<file path="src/rtl/mem_arb_pkg.sv">
// mem_arb_pkg
//   Shared definitions for the memory arbiter: FSM state encoding, access
//   size codes, the per-beat address increment and a helper that turns a
//   requested size/beat count into the number of beats left after beat 0.
package mem_arb_pkg;

  typedef enum logic {
    ST_IDLE  = 1'b0,
    ST_BURST = 1'b1
  } arb_state_t;

  localparam logic [1:0]  SIZE_WORD = 2'b00;
  localparam logic [1:0]  SIZE_HALF = 2'b01;
  localparam logic [1:0]  SIZE_BYTE = 2'b10;
  localparam logic [31:0] ADDR_INC  = 32'd4;

  // Beats still owed after beat 0 has issued. Only word accesses burst;
  // every other size code (including the unused 11) is a single beat, and
  // a word burst length of 0 is treated as 1.
  function automatic logic [3:0] burst_remaining(input logic [1:0] mode,
                                                 input logic [3:0] beats);
    logic [3:0] rem;
    rem = 4'd0;
    if (mode == SIZE_WORD && beats != 4'd0) begin
      rem = beats - 4'd1;
    end
    return rem;
  endfunction

endpackage

</file>
<file path="src/rtl/mem_arbiter_if.sv">
// mem_arbiter_if
//   Bundles the fetch port, the data-access port and the memory port of
//   the arbiter.
//   slave  : arbiter side (takes i_* signals, drives o_* signals)
//   master : environment side (drives i_* signals, observes o_* signals)
interface mem_arbiter_if;
  // instruction fetch
  logic        i_if_req;
  logic [31:0] i_if_addr;
  logic        i_if_flush;
  logic        o_if_gnt;
  logic        o_if_rvalid;
  logic        o_stall_if;
  // data access
  logic        i_dm_req;
  logic        i_dm_we;
  logic [31:0] i_dm_addr;
  logic [1:0]  i_dm_mode;
  logic [3:0]  i_dm_beats;
  logic [31:0] i_dm_wdata;
  logic        o_dm_wack;
  logic        o_dm_rvalid;
  logic        o_dm_busy;
  logic        o_dm_done;
  // shared read data
  logic [31:0] o_rdata;
  // memory port
  logic        o_mem_en;
  logic        o_mem_we;
  logic [1:0]  o_mem_mode;
  logic [31:0] o_mem_addr;
  logic [31:0] o_mem_wdata;
  logic [31:0] i_mem_rdata;

  modport slave (
    input  i_if_req, i_if_addr, i_if_flush,
    output o_if_gnt, o_if_rvalid, o_stall_if,
    input  i_dm_req, i_dm_we, i_dm_addr, i_dm_mode, i_dm_beats, i_dm_wdata,
    output o_dm_wack, o_dm_rvalid, o_dm_busy, o_dm_done,
    output o_rdata,
    output o_mem_en, o_mem_we, o_mem_mode, o_mem_addr, o_mem_wdata,
    input  i_mem_rdata
  );

  modport master (
    output i_if_req, i_if_addr, i_if_flush,
    input  o_if_gnt, o_if_rvalid, o_stall_if,
    output i_dm_req, i_dm_we, i_dm_addr, i_dm_mode, i_dm_beats, i_dm_wdata,
    input  o_dm_wack, o_dm_rvalid, o_dm_busy, o_dm_done,
    input  o_rdata,
    input  o_mem_en, o_mem_we, o_mem_mode, o_mem_addr, o_mem_wdata,
    output i_mem_rdata
  );
endinterface

</file>
<file path="src/rtl/mem_arbiter_burst_cnt.sv">
// burst_cnt
//   Remaining-beat down-counter paired with the next-beat address register.
//   Ports:
//     clk, rst        clock, asynchronous active-low reset
//     load            beat 0 issuing: capture load_addr+4 and load_remaining
//     load_addr       address of beat 0
//     load_remaining  beats still owed after beat 0
//     step            a burst beat issued: advance address, count down
//     addr            address of the next beat to issue
//     remaining       beats still owed
module burst_cnt
  import mem_arb_pkg::*;
(
  input  logic        clk,
  input  logic        rst,
  input  logic        load,
  input  logic [31:0] load_addr,
  input  logic [3:0]  load_remaining,
  input  logic        step,
  output logic [31:0] addr,
  output logic [3:0]  remaining
);

  logic [31:0] addr_reg;
  logic [3:0]  remaining_reg;

  // Address arithmetic is plain 32-bit, so a burst crossing the top of the
  // address space wraps to 0.
  always_ff @(posedge clk or negedge rst) begin
    if (!rst) begin
      addr_reg      <= 32'd0;
      remaining_reg <= 4'd0;
    end else if (load) begin
      addr_reg      <= load_addr + ADDR_INC;
      remaining_reg <= load_remaining;
    end else if (step) begin
      addr_reg      <= addr_reg + ADDR_INC;
      remaining_reg <= remaining_reg - 4'd1;
    end
  end

  assign addr      = addr_reg;
  assign remaining = remaining_reg;

endmodule

</file>
<file path="src/rtl/mem_arbiter.sv">
// mem_arbiter
//   Arbitrates a single memory port between an instruction-fetch port and
//   a data-access port. Data wins over fetch and a data burst runs to
//   completion uninterrupted. Reads return one cycle after issue on the
//   shared o_rdata bus.
//   Ports:
//     clk  system clock
//     rst  asynchronous active-low reset
//     bus  mem_arbiter_if.slave: fetch port, data port, memory port
module mem_arbiter
  import mem_arb_pkg::*;
(
  input  logic          clk,
  input  logic          rst,
  mem_arbiter_if.slave  bus
);

  arb_state_t  state_reg, state_next;
  logic        we_reg;
  logic [1:0]  mode_reg;
  logic [31:0] last_addr_reg;
  logic        if_rvalid_reg;
  logic        dm_rvalid_reg;
  logic        done_reg;
  logic        busy_reg;

  logic        issue_dm, issue_if, last_beat;
  logic        cnt_load, cnt_step;
  logic [3:0]  load_remaining;
  logic [31:0] cnt_addr;
  logic [3:0]  cnt_remaining;
  logic [31:0] addr_c;
  logic        we_c;
  logic [1:0]  mode_c;
  logic        mem_en;

  assign load_remaining = burst_remaining(bus.i_dm_mode, bus.i_dm_beats);

  burst_cnt u_burst_cnt (
    .clk            (clk),
    .rst            (rst),
    .load           (cnt_load),
    .load_addr      (bus.i_dm_addr),
    .load_remaining (load_remaining),
    .step           (cnt_step),
    .addr           (cnt_addr),
    .remaining      (cnt_remaining)
  );

  always_comb begin
    state_next = state_reg;
    issue_dm   = 1'b0;
    issue_if   = 1'b0;
    last_beat  = 1'b0;
    cnt_load   = 1'b0;
    cnt_step   = 1'b0;
    addr_c     = last_addr_reg;
    we_c       = 1'b0;
    mode_c     = SIZE_WORD;
    case (state_reg)
      ST_IDLE: begin
        // A data request arriving while the previous access is still
        // finishing (busy through its done cycle) is dropped; it still
        // blocks fetch for that cycle because data has priority.
        if (bus.i_dm_req && !busy_reg) begin
          issue_dm = 1'b1;
          cnt_load = 1'b1;
          addr_c   = bus.i_dm_addr;
          we_c     = bus.i_dm_we;
          mode_c   = bus.i_dm_mode;
          if (load_remaining != 4'd0) begin
            state_next = ST_BURST;
          end else begin
            last_beat = 1'b1;
          end
        end else if (bus.i_if_req && !bus.i_dm_req) begin
          issue_if = 1'b1;
          addr_c   = bus.i_if_addr;
        end
      end
      ST_BURST: begin
        issue_dm = 1'b1;
        cnt_step = 1'b1;
        addr_c   = cnt_addr;
        we_c     = we_reg;
        mode_c   = mode_reg;
        if (cnt_remaining <= 4'd1) begin
          last_beat  = 1'b1;
          state_next = ST_IDLE;
        end
      end
      default: state_next = ST_IDLE;
    endcase
  end

  always_ff @(posedge clk or negedge rst) begin
    if (!rst) begin
      state_reg     <= ST_IDLE;
      we_reg        <= 1'b0;
      mode_reg      <= SIZE_WORD;
      last_addr_reg <= 32'd0;
      if_rvalid_reg <= 1'b0;
      dm_rvalid_reg <= 1'b0;
      done_reg      <= 1'b0;
      busy_reg      <= 1'b0;
    end else begin
      state_reg     <= state_next;
      if (cnt_load) begin
        we_reg   <= bus.i_dm_we;
        mode_reg <= bus.i_dm_mode;
      end
      if (mem_en) begin
        last_addr_reg <= addr_c;
      end
      // A flush in the grant cycle kills the fetch data due next cycle.
      if_rvalid_reg <= issue_if && !bus.i_if_flush;
      dm_rvalid_reg <= issue_dm && !we_c;
      done_reg      <= last_beat;
      if (cnt_load) begin
        busy_reg <= 1'b1;
      end else if (done_reg) begin
        busy_reg <= 1'b0;
      end
    end
  end

  // Combinational outputs are qualified with rst so that every output is
  // 0 the moment reset asserts, regardless of input activity.
  assign mem_en          = rst && (issue_dm || issue_if);
  assign bus.o_mem_en    = mem_en;
  assign bus.o_mem_we    = mem_en && we_c;
  assign bus.o_mem_mode  = mem_en ? mode_c : SIZE_WORD;
  assign bus.o_mem_addr  = mem_en ? addr_c : last_addr_reg;
  assign bus.o_mem_wdata = (mem_en && we_c) ? bus.i_dm_wdata : 32'd0;
  assign bus.o_dm_wack   = mem_en && we_c;

  assign bus.o_if_gnt    = rst && issue_if;
  assign bus.o_stall_if  = rst && bus.i_if_req && !issue_if;

  assign bus.o_if_rvalid = if_rvalid_reg;
  assign bus.o_dm_rvalid = dm_rvalid_reg;
  assign bus.o_rdata     = (if_rvalid_reg || dm_rvalid_reg) ? bus.i_mem_rdata : 32'd0;
  assign bus.o_dm_done   = done_reg;
  assign bus.o_dm_busy   = busy_reg;

endmodule

</file>
<file path="src/flat_wrapper.sv">
// flat-port wrapper written by rule: the top's interface ports become plain ports
module mem_arbiter_flat import mem_arb_pkg::*;
  (clk, rst, bus_i_if_req, bus_i_if_addr, bus_i_if_flush, bus_o_if_gnt, bus_o_if_rvalid, bus_o_stall_if, bus_i_dm_req, bus_i_dm_we, bus_i_dm_addr, bus_i_dm_mode, bus_i_dm_beats, bus_i_dm_wdata, bus_o_dm_wack, bus_o_dm_rvalid, bus_o_dm_busy, bus_o_dm_done, bus_o_rdata, bus_o_mem_en, bus_o_mem_we, bus_o_mem_mode, bus_o_mem_addr, bus_o_mem_wdata, bus_i_mem_rdata);
  mem_arbiter_if bus_i ();
  input  logic clk;
  input  logic rst;
  input wire logic [$bits(bus_i.i_if_req)-1:0] bus_i_if_req;
  input wire logic [$bits(bus_i.i_if_addr)-1:0] bus_i_if_addr;
  input wire logic [$bits(bus_i.i_if_flush)-1:0] bus_i_if_flush;
  output wire logic [$bits(bus_i.o_if_gnt)-1:0] bus_o_if_gnt;
  output wire logic [$bits(bus_i.o_if_rvalid)-1:0] bus_o_if_rvalid;
  output wire logic [$bits(bus_i.o_stall_if)-1:0] bus_o_stall_if;
  input wire logic [$bits(bus_i.i_dm_req)-1:0] bus_i_dm_req;
  input wire logic [$bits(bus_i.i_dm_we)-1:0] bus_i_dm_we;
  input wire logic [$bits(bus_i.i_dm_addr)-1:0] bus_i_dm_addr;
  input wire logic [$bits(bus_i.i_dm_mode)-1:0] bus_i_dm_mode;
  input wire logic [$bits(bus_i.i_dm_beats)-1:0] bus_i_dm_beats;
  input wire logic [$bits(bus_i.i_dm_wdata)-1:0] bus_i_dm_wdata;
  output wire logic [$bits(bus_i.o_dm_wack)-1:0] bus_o_dm_wack;
  output wire logic [$bits(bus_i.o_dm_rvalid)-1:0] bus_o_dm_rvalid;
  output wire logic [$bits(bus_i.o_dm_busy)-1:0] bus_o_dm_busy;
  output wire logic [$bits(bus_i.o_dm_done)-1:0] bus_o_dm_done;
  output wire logic [$bits(bus_i.o_rdata)-1:0] bus_o_rdata;
  output wire logic [$bits(bus_i.o_mem_en)-1:0] bus_o_mem_en;
  output wire logic [$bits(bus_i.o_mem_we)-1:0] bus_o_mem_we;
  output wire logic [$bits(bus_i.o_mem_mode)-1:0] bus_o_mem_mode;
  output wire logic [$bits(bus_i.o_mem_addr)-1:0] bus_o_mem_addr;
  output wire logic [$bits(bus_i.o_mem_wdata)-1:0] bus_o_mem_wdata;
  input wire logic [$bits(bus_i.i_mem_rdata)-1:0] bus_i_mem_rdata;
  assign bus_i.i_if_req = bus_i_if_req;
  assign bus_i.i_if_addr = bus_i_if_addr;
  assign bus_i.i_if_flush = bus_i_if_flush;
  assign bus_o_if_gnt = bus_i.o_if_gnt;
  assign bus_o_if_rvalid = bus_i.o_if_rvalid;
  assign bus_o_stall_if = bus_i.o_stall_if;
  assign bus_i.i_dm_req = bus_i_dm_req;
  assign bus_i.i_dm_we = bus_i_dm_we;
  assign bus_i.i_dm_addr = bus_i_dm_addr;
  assign bus_i.i_dm_mode = bus_i_dm_mode;
  assign bus_i.i_dm_beats = bus_i_dm_beats;
  assign bus_i.i_dm_wdata = bus_i_dm_wdata;
  assign bus_o_dm_wack = bus_i.o_dm_wack;
  assign bus_o_dm_rvalid = bus_i.o_dm_rvalid;
  assign bus_o_dm_busy = bus_i.o_dm_busy;
  assign bus_o_dm_done = bus_i.o_dm_done;
  assign bus_o_rdata = bus_i.o_rdata;
  assign bus_o_mem_en = bus_i.o_mem_en;
  assign bus_o_mem_we = bus_i.o_mem_we;
  assign bus_o_mem_mode = bus_i.o_mem_mode;
  assign bus_o_mem_addr = bus_i.o_mem_addr;
  assign bus_o_mem_wdata = bus_i.o_mem_wdata;
  assign bus_i.i_mem_rdata = bus_i_mem_rdata;
  mem_arbiter u_core (.clk(clk), .rst(rst), .bus(bus_i));
endmodule
</file>
<file path="config.mk">
export PLATFORM = sky130hd
export DESIGN_NAME = mem_arbiter_flat
export DESIGN_NICKNAME = d
export VERILOG_FILES = /design/src/rtl/mem_arb_pkg.sv /design/src/rtl/mem_arbiter_if.sv /design/src/rtl/mem_arbiter_burst_cnt.sv /design/src/rtl/mem_arbiter.sv /design/src/flat_wrapper.sv
export SDC_FILE = /design/constraint.sdc
export NUM_CORES = 1
export LEC_CHECK = 0
export CORE_ASPECT_RATIO = 0.9
export CORE_UTILIZATION = 47
export CTS_BUF_LIST = sky130_fd_sc_hd__clkbuf_4 sky130_fd_sc_hd__clkbuf_8
export DETAILED_ROUTE_END_ITERATION = 6
export PLACE_DENSITY = 0.89
export SETUP_SLACK_MARGIN = 0.4
export SLEW_MARGIN = 5
export SYNTH_ARGS = -nofsm -noshare
export SYNTH_HDL_FRONTEND = slang
export SYNTH_SLANG_ARGS = --single-unit
</file>
<file path="constraint.sdc">
create_clock -name clk -period 8.9 [get_ports clk]
set_input_delay 1.78 -clock clk [delete_from_list [all_inputs] [get_ports clk]]
set_output_delay 1.78 -clock clk [all_outputs]
set_load 0.01 [all_outputs]
</file>
==> summary.txt <==
Global route
  – Vias in the first global route: 5836
  – Grt ovf: 0
  – Largest net degree at the start of global routing: 59
  – All-Layer GR Usage: 32.61%
  – Antenna violations before repair: 0
  – First-pass GRT wire length: 31090 um

Synthesis
  – Dominant cell type by area after synthesis: dfrtp_1
  – Yosys Warn Count: 0
  – Synth area leaders: dfrtp_1 (34%), nand2_1 (7.9%), o21ai_0 (6.3%), and2_1 (4.1%), nor2b_1 (3.8%)
  – Sequential share of the synthesized area: 34.09%
  – Ys flop type: dfrtp_1
  – Mapped Cells: 701
  – Post-synth EDFFs: 0
  – Ys async rst share: 100.0%
  – Yosys reg bits: 76
  – Mapped Area: 5579 um^2
  – Syn nets: 845
  – Yosys top cell area share: 34.09%
  – Synth Area per Inst: 7.959 um^2
  – Yosys cell types: 74

Finish
  – # fillers: 922
  – ANT cells: 0
  – Most frequent cells in the layout: clkdlybuf4s50_1 (245), nand2_1 (117), dfrtp_1 (75)
  – Fin area: 8377 um^2
  – Most common cell after layout, fill and taps aside: clkdlybuf4s50_1
  – P&R area growth vs syn: 50.15%
  – Final Net Count: 1058
  – Fraction of layout cells with a size suffix above 1: 5.332%

Placement
  – Routability cong.: 0.9297
  – Pre-CTS worst setup slack: 1925 ps
  – Input/output buffers: 246
  – Final HPWL from detailed placement: 14770 um
  – Placed inst area: 8109 um^2

Clock network
  – Root Driver: clkbuf_8
  – CTS buffer count: 9
  – Post-CTS Resized: 0
  – TritonCTS clock tree: built
  – Clock sink count: 76
  – Clock Path Buffers: 2
  – Register clock-pin slew on the reported worst setup and hold paths: 80 ps
  – CTS hold repair buffers: 0
  – H-tree depth: 3
  – Clk_lat worst skew: 360 ps
  – Post CTS Setup Buffer Count: 0

Power
  – Max VDD drop: 200.7 uV
  – Total power draw: 2.368 mW
  – LEAKAGE: 3.347 nW
  – Pwr dens: 282.7 nW/um^2

Timing
  – RSZ-0062 raised after global routing: no
  – Max_slew headroom: 22.30%
  – Clk_skew: 8.649 ps
  – Worst Max-Slew Pin Slew: 1164 ps
  – Final setup fails: 0
  – Final Max Tran Viols: 0
  – Final WS setup: 1865 ps
  – Fmax achieved: 142.1 MHz
  – Final period util: 79.04%
  – Setup_tns: 0 ps
  – Hold Vio Cnt, Final: 0
  – Minimum clock period: 7035 ps

Setup path
  – Worst-path fanout max: 49
  – CP Capture Type: output pin
  – WS Path Type: in -> out
  – Worst Path Arrival: 5250 ps
  – CP startpoint kind: primary input
  – Required @ worst endpoint: 7120 ps

Routing
  – Vias per cell: 5.940
  – Initial detailed-routing violation count: 724
  – Router iterations before antenna repair: 5
  – Post-route ant nets: 0
  – DRC Markers: 0
  – Routed wire length per instance: 18.90 um
  – Final wirelength: 20320 um
  – Via count: 6386

Flow run
  – Max_cap viols: 0

Hold path
  – HP Class: reg -> reg

Floorplan
  – IO Pins: 247
  – Row Count: 37
  – Core area: 11480 um^2
  – Initial Util: 48.59%
  – Overall die width: 116.8 um
  – Die area: 12310 um^2
  – Die Span Y: 105.4 um

Outcome
  – Run status: complete, no violations
[worst max-delay path: stages]
cell and delay (ps):
clkdlybuf4s50_1 610, nand2b_1 590, nand2_1 680, o21ai_4 330, buf_4 400, nand2_1 110, o21ai_0 130, clkdlybuf4s50_1 590
[cells in the mapped netlist (11+ instances only)]
cell type / count
nand4_1: 11
o21ai_0: 70
nor2b_1: 34
and2_1: 37
nor3_1: 20
mux2i_1: 15
nand2_1: 117
a221o_1: 20
a21oi_1: 26
nand3_1: 23
nor2_1: 38
buf_2: 11
clkbuf_1: 35
dfrtp_1: 76
[logic make-up (layout without fill, tap and decap cells)]
family                     count (synthesis)  count (layout)  share of synthesized area [%]
buffers and inverters                     66             284                          4.889
and+or+nand+nor                          319             319                          29.47
muxes                                     22              22                          4.104
xor gates and xnor gates                   5               5                         0.7849
adders and majority gates                  4               4                         0.8971
AOI/OAI and AO/OA                        209             209                          25.77
DFF                                       76              76                          34.09
[area by class of cell]
class / instances / area, um^2 / area share [%]
multi-input cells: 559 / 3423 / 40.87
clock inverters: 6 / 136.4 / 1.628
inverters: 10 / 37.54 / 0.4481
well taps: 156 / 195.2 / 2.330
repair buffers: 258 / 2550 / 30.44
clock buffers: 10 / 131.4 / 1.568
flip-flops and latches: 76 / 1903 / 22.72
[path summary, 6_finish.rpt]
path | start | endpoint | slack (ps) | cells after the start
worst max-delay path | bus_i_dm_req | bus_o_mem_addr[11] | 1870 | 8
min in group asynchronous | rst | u_core.last_addr_reg[23] | 1430 | 1
max in group asynchronous | rst | u_core.state_reg | 6470 | 2
worst max register to register | u_core.state_reg | u_core.u_burst_cnt.addr[16] | 5660 | 10
worst min-delay path | u_core.bus.o_dm_done | u_core.bus.o_dm_busy | 460 | 1
worst min register to register | u_core.bus.o_dm_done | u_core.bus.o_dm_busy | 460 | 1
[stage by stage]
step	util, %	hold slack [ps]	cells
finish	72.96	457.1	1075
global route	72.96	493.2	1075
CTS	72.96	462.1	1075
floorplan	-	440.3	701
global placement	70.63	449.3	1059
detailed placement	70.63	446.7	1059
[power breakdown]
group          internal, mW  switching (mW)
clock                 0.218           0.139
sequential            0.504           0.170
combinational         0.634           0.703
total                  1.36            1.01
[metal layers]
layer / global-route usage (%) / wire length [um] / vias up
met4: 10.04 / 429 / 0
met2: 48.48 / 9052 / 361
met1: 45.70 / 8711 / 2998
li1: - / - / 2988
met5: 0 / 0 / -
met3: 9.028 / 2123 / 39
Note: power is estimated with default switching activity, not from simulation.
